===== src/rtl/cam_pkg.sv =====
// Shared timing defaults, RGB565 colour constants and pattern codes for the
// OV7670-style camera emulator.
package cam_pkg;

  localparam int DEF_LINE_BYTES = 320;
  localparam int DEF_ROWS       = 120;
  localparam int DEF_HBLANK     = 4;
  localparam int DEF_VBLANK     = 4;
  localparam int DEF_VSYNC_ROWS = 2;

  localparam logic [15:0] RGB_WHITE   = 16'hFFFF;
  localparam logic [15:0] RGB_YELLOW  = 16'hFFE0;
  localparam logic [15:0] RGB_CYAN    = 16'h07FF;
  localparam logic [15:0] RGB_GREEN   = 16'h07E0;
  localparam logic [15:0] RGB_MAGENTA = 16'hF81F;
  localparam logic [15:0] RGB_RED     = 16'hF800;
  localparam logic [15:0] RGB_BLUE    = 16'h001F;
  localparam logic [15:0] RGB_BLACK   = 16'h0000;

  typedef enum logic [1:0] {
    PAT_SOLID = 2'd0,
    PAT_BARS  = 2'd1,
    PAT_GRAD  = 2'd2,
    PAT_CHECK = 2'd3
  } pattern_e;

  // The camera sends the high byte of each RGB565 pixel first.
  function automatic logic [7:0] rgb565_byte(input logic [15:0] px, input logic lo_byte);
    return lo_byte ? px[7:0] : px[15:8];
  endfunction

endpackage


===== src/rtl/cam_pattern_gen.sv =====
// Combinational test-pattern source: maps pixel coordinates, bar index and
// the latched pattern to the RGB565 byte for the current column parity.
module cam_pattern_gen
  import cam_pkg::*;
(
  input  logic [7:0] x,
  input  logic [6:0] y,
  input  logic [2:0] bar,
  input  pattern_e   pattern,
  input  logic       lo_byte,
  output logic [7:0] data
);

  logic [15:0] px;

  always_comb begin
    px = RGB_RED;
    case (pattern)
      PAT_SOLID: px = RGB_RED;
      PAT_BARS: begin
        case (bar)
          3'd0: px = RGB_WHITE;
          3'd1: px = RGB_YELLOW;
          3'd2: px = RGB_CYAN;
          3'd3: px = RGB_GREEN;
          3'd4: px = RGB_MAGENTA;
          3'd5: px = RGB_RED;
          3'd6: px = RGB_BLUE;
          3'd7: px = RGB_BLACK;
        endcase
      end
      PAT_GRAD:  px = {x[7:3], 6'b000000, y[6:2]};
      PAT_CHECK: px = (x[3] ^ y[3]) ? RGB_BLACK : RGB_WHITE;
      default:   px = RGB_RED;
    endcase
  end

  assign data = rgb565_byte(px, lo_byte);

endmodule


===== src/rtl/cam_emulator.sv =====
// OV7670-style camera source: pixel-clock divider, row/column timing, frame
// start gating on en, and registered vsync/href/pixel outputs.
module cam_emulator
  import cam_pkg::*;
#(
  parameter int PCLK_DIV   = 4,
  parameter int LINE_BYTES = DEF_LINE_BYTES,
  parameter int ROWS       = DEF_ROWS,
  parameter int HBLANK     = DEF_HBLANK,
  parameter int VBLANK     = DEF_VBLANK,
  parameter int VSYNC_ROWS = DEF_VSYNC_ROWS
) (
  input  logic       clk,
  input  logic       rst,
  input  logic       en,
  input  logic [1:0] pattern,
  output logic       cam_pclk,
  output logic       cam_vsync,
  output logic       cam_href,
  output logic [7:0] cam_px_data,
  output logic       frame_done
);

  localparam int COLS      = LINE_BYTES + HBLANK;
  localparam int TROWS     = ROWS + VBLANK;
  localparam int BAR_BYTES = LINE_BYTES / 8;
  localparam int CW        = $clog2(COLS);
  localparam int RW        = $clog2(TROWS);
  localparam int DW        = $clog2(PCLK_DIV);
  localparam int BW        = (BAR_BYTES > 1) ? $clog2(BAR_BYTES) : 1;

  localparam logic [CW-1:0] COL_LAST   = CW'(COLS - 1);
  localparam logic [CW-1:0] COL_ACTIVE = CW'(LINE_BYTES);
  localparam logic [RW-1:0] ROW_LAST   = RW'(TROWS - 1);
  localparam logic [RW-1:0] ROW_VSYNC  = RW'(VSYNC_ROWS);
  localparam logic [RW-1:0] ROW_VBLANK = RW'(VBLANK);
  localparam logic [DW-1:0] DIV_LAST   = DW'(PCLK_DIV - 1);
  localparam logic [DW-1:0] DIV_HALF   = DW'(PCLK_DIV / 2);
  localparam logic [BW-1:0] BAR_LAST   = BW'(BAR_BYTES - 1);

  logic [DW-1:0] div_cnt, div_nxt;
  logic [CW-1:0] col, col_nxt;
  logic [RW-1:0] row, row_nxt;
  logic [BW-1:0] bar_byte, bar_byte_nxt;
  logic [2:0]    bar_idx, bar_idx_nxt;
  pattern_e      pat_q, pat_nxt;
  logic          upd, at_origin, advance, wrap;
  logic          vsync_nxt, href_nxt;
  logic [7:0]    x_nxt;
  logic [6:0]    y_nxt;
  logic [7:0]    byte_nxt;

  always_comb begin
    upd          = (div_cnt == DIV_LAST);
    div_nxt      = upd ? '0 : div_cnt + 1'b1;
    at_origin    = (row == '0) && (col == '0);
    // Sitting at (0,0) with en low is the idle state; en is only looked at here.
    advance      = upd && !(at_origin && !en);
    wrap         = advance && (row == ROW_LAST) && (col == COL_LAST);
    col_nxt      = col;
    row_nxt      = row;
    bar_byte_nxt = bar_byte;
    bar_idx_nxt  = bar_idx;
    pat_nxt      = pat_q;
    if (advance) begin
      if (at_origin) pat_nxt = pattern_e'(pattern);
      if (col == COL_LAST) begin
        col_nxt      = '0;
        row_nxt      = (row == ROW_LAST) ? '0 : row + 1'b1;
        bar_byte_nxt = '0;
        bar_idx_nxt  = '0;
      end else begin
        col_nxt = col + 1'b1;
        // Bar index tracks col / BAR_BYTES incrementally instead of dividing.
        if (bar_byte == BAR_LAST) begin
          bar_byte_nxt = '0;
          bar_idx_nxt  = bar_idx + 3'd1;
        end else begin
          bar_byte_nxt = bar_byte + 1'b1;
        end
      end
    end
    vsync_nxt = (row_nxt < ROW_VSYNC);
    href_nxt  = (row_nxt >= ROW_VBLANK) && (col_nxt < COL_ACTIVE);
    x_nxt     = 8'(col_nxt >> 1);
    y_nxt     = 7'(row_nxt - ROW_VBLANK);
  end

  cam_pattern_gen u_pattern_gen (
    .x       (x_nxt),
    .y       (y_nxt),
    .bar     (bar_idx_nxt),
    .pattern (pat_nxt),
    .lo_byte (col_nxt[0]),
    .data    (byte_nxt)
  );

  always_ff @(posedge clk) begin
    if (rst) begin
      div_cnt     <= '0;
      col         <= '0;
      row         <= '0;
      bar_byte    <= '0;
      bar_idx     <= '0;
      pat_q       <= PAT_SOLID;
      cam_pclk    <= 1'b0;
      cam_vsync   <= 1'b1;
      cam_href    <= 1'b0;
      cam_px_data <= 8'h00;
      frame_done  <= 1'b0;
    end else begin
      div_cnt    <= div_nxt;
      cam_pclk   <= (div_nxt >= DIV_HALF);
      frame_done <= wrap;
      col        <= col_nxt;
      row        <= row_nxt;
      bar_byte   <= bar_byte_nxt;
      bar_idx    <= bar_idx_nxt;
      pat_q      <= pat_nxt;
      // Data outputs move only on the pclk falling edge so the receiver
      // sees them stable at the rising edge.
      if (upd) begin
        cam_vsync   <= vsync_nxt;
        cam_href    <= href_nxt;
        cam_px_data <= href_nxt ? byte_nxt : 8'h00;
      end
    end
  end

endmodule


===== config.mk =====
export PLATFORM = sky130hd
export DESIGN_NAME = cam_emulator
export DESIGN_NICKNAME = d
export VERILOG_FILES = /design/src/rtl/cam_pkg.sv /design/src/rtl/cam_pattern_gen.sv /design/src/rtl/cam_emulator.sv
export SDC_FILE = /design/constraint.sdc
export NUM_CORES = 1
export LEC_CHECK = 0
export ABC_AREA = 1
export CORE_MARGIN = 10
export CORE_UTILIZATION = 45
export CTS_CLUSTER_DIAMETER = 200
export DETAILED_ROUTE_END_ITERATION = 10
export GPL_TIMING_DRIVEN = 0
export PLACE_DENSITY = 0.71
export SLEW_MARGIN = 20
export SYNTH_ARGS = -nofsm -noshare
export SYNTH_HDL_FRONTEND = slang
export SYNTH_SLANG_ARGS = --single-unit

===== constraint.sdc =====
create_clock -name clk -period 6.3 [get_ports clk]
set_clock_uncertainty 0.05 [all_clocks]
set_input_delay 1.26 -clock clk [delete_from_list [all_inputs] [get_ports clk]]
set_output_delay 1.26 -clock clk [all_outputs]
set_load 0.05 [all_outputs]

==> reports/qor.csv <==
metric;value;unit
status;completed;
IO Count;17;
Worst slew margin;56.6;%
RePlAce Congestion;0.911;
Post-Route WL;5930;um
post-route ant nets;0;
DRC Markers;0;
syn nets;398;
Critical Path Fanout Max;10;
WL met1;2870;um
Max rail drop VDD;0.000128;V
sequential share of the synthesized area;31.1;%
required time worst endpoint;6.46;ns
Yosys cell types;34;
H-tree Lvls;2;
Mapped Area;0.00258;mm^2
crit path launch type;input port;
num rows;27;
ratio of cells with drive above 1 in the final layout;15.6;%
fill count;564;
commonest non-fill, non-tap cells in the layout;97 x nand2_1, 53 x nor2_1, 40 x dfxtp_1;
Top FF cell, synth;dfxtp_1;
Place WS;3.03;ns
Post-synth EDFFs;0;
vias per cell;5.02;
antenna violations before repair;0;
Static Leakage;1.22;nW
worst path cell trace;clkdlybuf4s50_1 > inv_1 > nand3_4 > nand2_8 > buf_8 > buf_6 > nor2_2 > xor2_1 > nor3_1 > o21ai_1 > nand3_1 > nand2_1 > nand2_1;
worst hold path class;reg2reg;
Clock Sinks;40;
crit-path most repeated cell;nand2_1;
slowest stage cell, crit path;clkdlybuf4s50_1;
global-route wire length before repair;10200;um
worst-margin pin slew;0.651;ns
final setup TNS;0;ns
routed wl met3;337;um
final worst path period need;2.97;ns
worst-skew pair later-pin latency;0.31;ns
slowest cell delay on critical path;0.49;ns
total grt overflow;0;
setup ws final;3.33;ns
YS warnings;0;
Tcrit/Tclk final;47.2;%
total die area;0.00915;mm^2
Post-CTS Hold Fix Bufs;0;
Tot GR Track Use;13.9;%
fmax;337;MHz
CTS buffer count;5;
Antenna Cells;0;
CP arrival;3.13;ns
Mapped Cells;386;
die width;95.7;um
largest cells by area after synthesis;dfxtp_1 31%, nand2_1 14%, nor2_1 7.7%, nand3_1 7.4%, inv_1 5.7%;
largest area contributor in the netlist;dfxtp_1;
core area;0.00554;mm^2
Post-DP HPWL;4640;um
RSZ-0062 raised after global routing;no;
largest net degree at the start of global routing;14;
WL met2;2660;um
max layer used;met4;
Setup crit end kind;flop;
most common cell after layout, fill and taps aside;nand2_1;
CTS tree;yes;
synthesized flop and latch total;40;
Synth top area share;31.1;%
WL per Instance;12.3;um
number of DRC markers in iteration 0;186;
max-cap viol count;0;
setup repair bufs after CTS;0;
clk buf depth;2;
Syn Area/Cell;6.67;um^2
CTS clk-pin slew, worst paths;0.08;ns
Area Growth Syn to Fin;14.0;%
Initial Util;46.5;%
Pre-Repair DR Iteration Count;5;
CTS resizes;0;
PwrDens;193;mW/mm^2
Setup Viol. Count Final;0;
Core Util, Final;53.0;%
I/O Buffers;15;
Via Count;2413;
vias in the first global route;2151;
nets;420;
Async SR Flop Fraction;0;%
CTS root buf;clkbuf_8;
Worst Setup Path Type;in2reg;
Fin. Hold Viols;0;
Die Y;95.7;um
fin. max-slew vios;0;
per-layer routing:
metal  vias to the layer above  GRT usage (%)
met3                         8           3.85
met4                         0           3.44
met5                         -              0
li1                       1282              -
met2                        51           21.8
met1                      1072           18.3
Yosys cell counts, drive strengths merged (4+ instances only):
master  number
nand2      110
nor2        63
inv         47
nand3       45
dfxtp       40
o21ai       28
nor3         9
buf          8
ha           7
nand4        7
a21oi        5
clkbuf       4
path summary, 6_finish.rpt:
path,to,slack (ns),startpoint,cells after the start
setup reg to reg,cam_px_data[0],3.98,col[0],16
setup / recovery,cam_px_data[4],3.33,en,13
hold reg to reg,div_cnt[0],0.38,div_cnt[0],1
hold / removal,div_cnt[0],0.38,div_cnt[0],1
sequential cells by signal (all words and copies together) (netlist names):
register / flops
pat_q: 2
col: 9
row: 7
cam_href: 1
cam_pclk: 1
frame_done: 1
bar_idx: 3
cam_px_data: 8
bar_byte: 6
div_cnt: 1
cam_vsync: 1
final cells by class:
| type | instances | area [um^2] | share of cell area [%] |
|---|---|---|---|
| flip-flops and latches | 40 | 801 | 27.3 |
| plain buffers | 12 | 103 | 3.49 |
| inverters | 48 | 185 | 6.30 |
| repair buffers | 15 | 150 | 5.11 |
| clock inverters | 2 | 38.8 | 1.32 |
| multi-input cells | 286 | 1490 | 50.6 |
| clock buffers | 6 | 82.6 | 2.81 |
| well taps | 72 | 90.1 | 3.07 |
per-stage QoR:
step	cell area [um^2]	power (mW)	instances	hold WS (ns)
2_1_floorplan	2580	0.328	386	0.352
3_3_place_gp	2820	0.345	473	0.365
4_1_cts	2940	0.570	481	0.383
3_5_place_dp	2820	0.346	473	0.370
6_report	2940	0.568	481	0.380
5_1_grt	2940	0.593	481	0.402
cell families after synthesis:
group / share of synthesized area (%)
AND/OR/NAND/NOR: 43.6
XOR/XNOR: 1.36
AO/OA/AOI/OAI: 9.37
adder cells (fa/ha/maj): 3.40
buffers and inverters: 11.2
flip-flops: 31.1
power breakdown:
part           internal (mW)  leakage (nW)  switching (mW)
Sequential             0.258         0.323         0.00326
Combinational         0.0268         0.831          0.0527
Clock                  0.130        0.0614          0.0975
worst max-delay path: cells and delay by family:
kind	cells	cell delay, ns
buffers and inverters	4	0.87
AND/OR/NAND/NOR	7	0.57
AO/OA/AOI/OAI	1	0.16
XOR/XNOR	1	0.25
(Power assumes the default switching activity.)
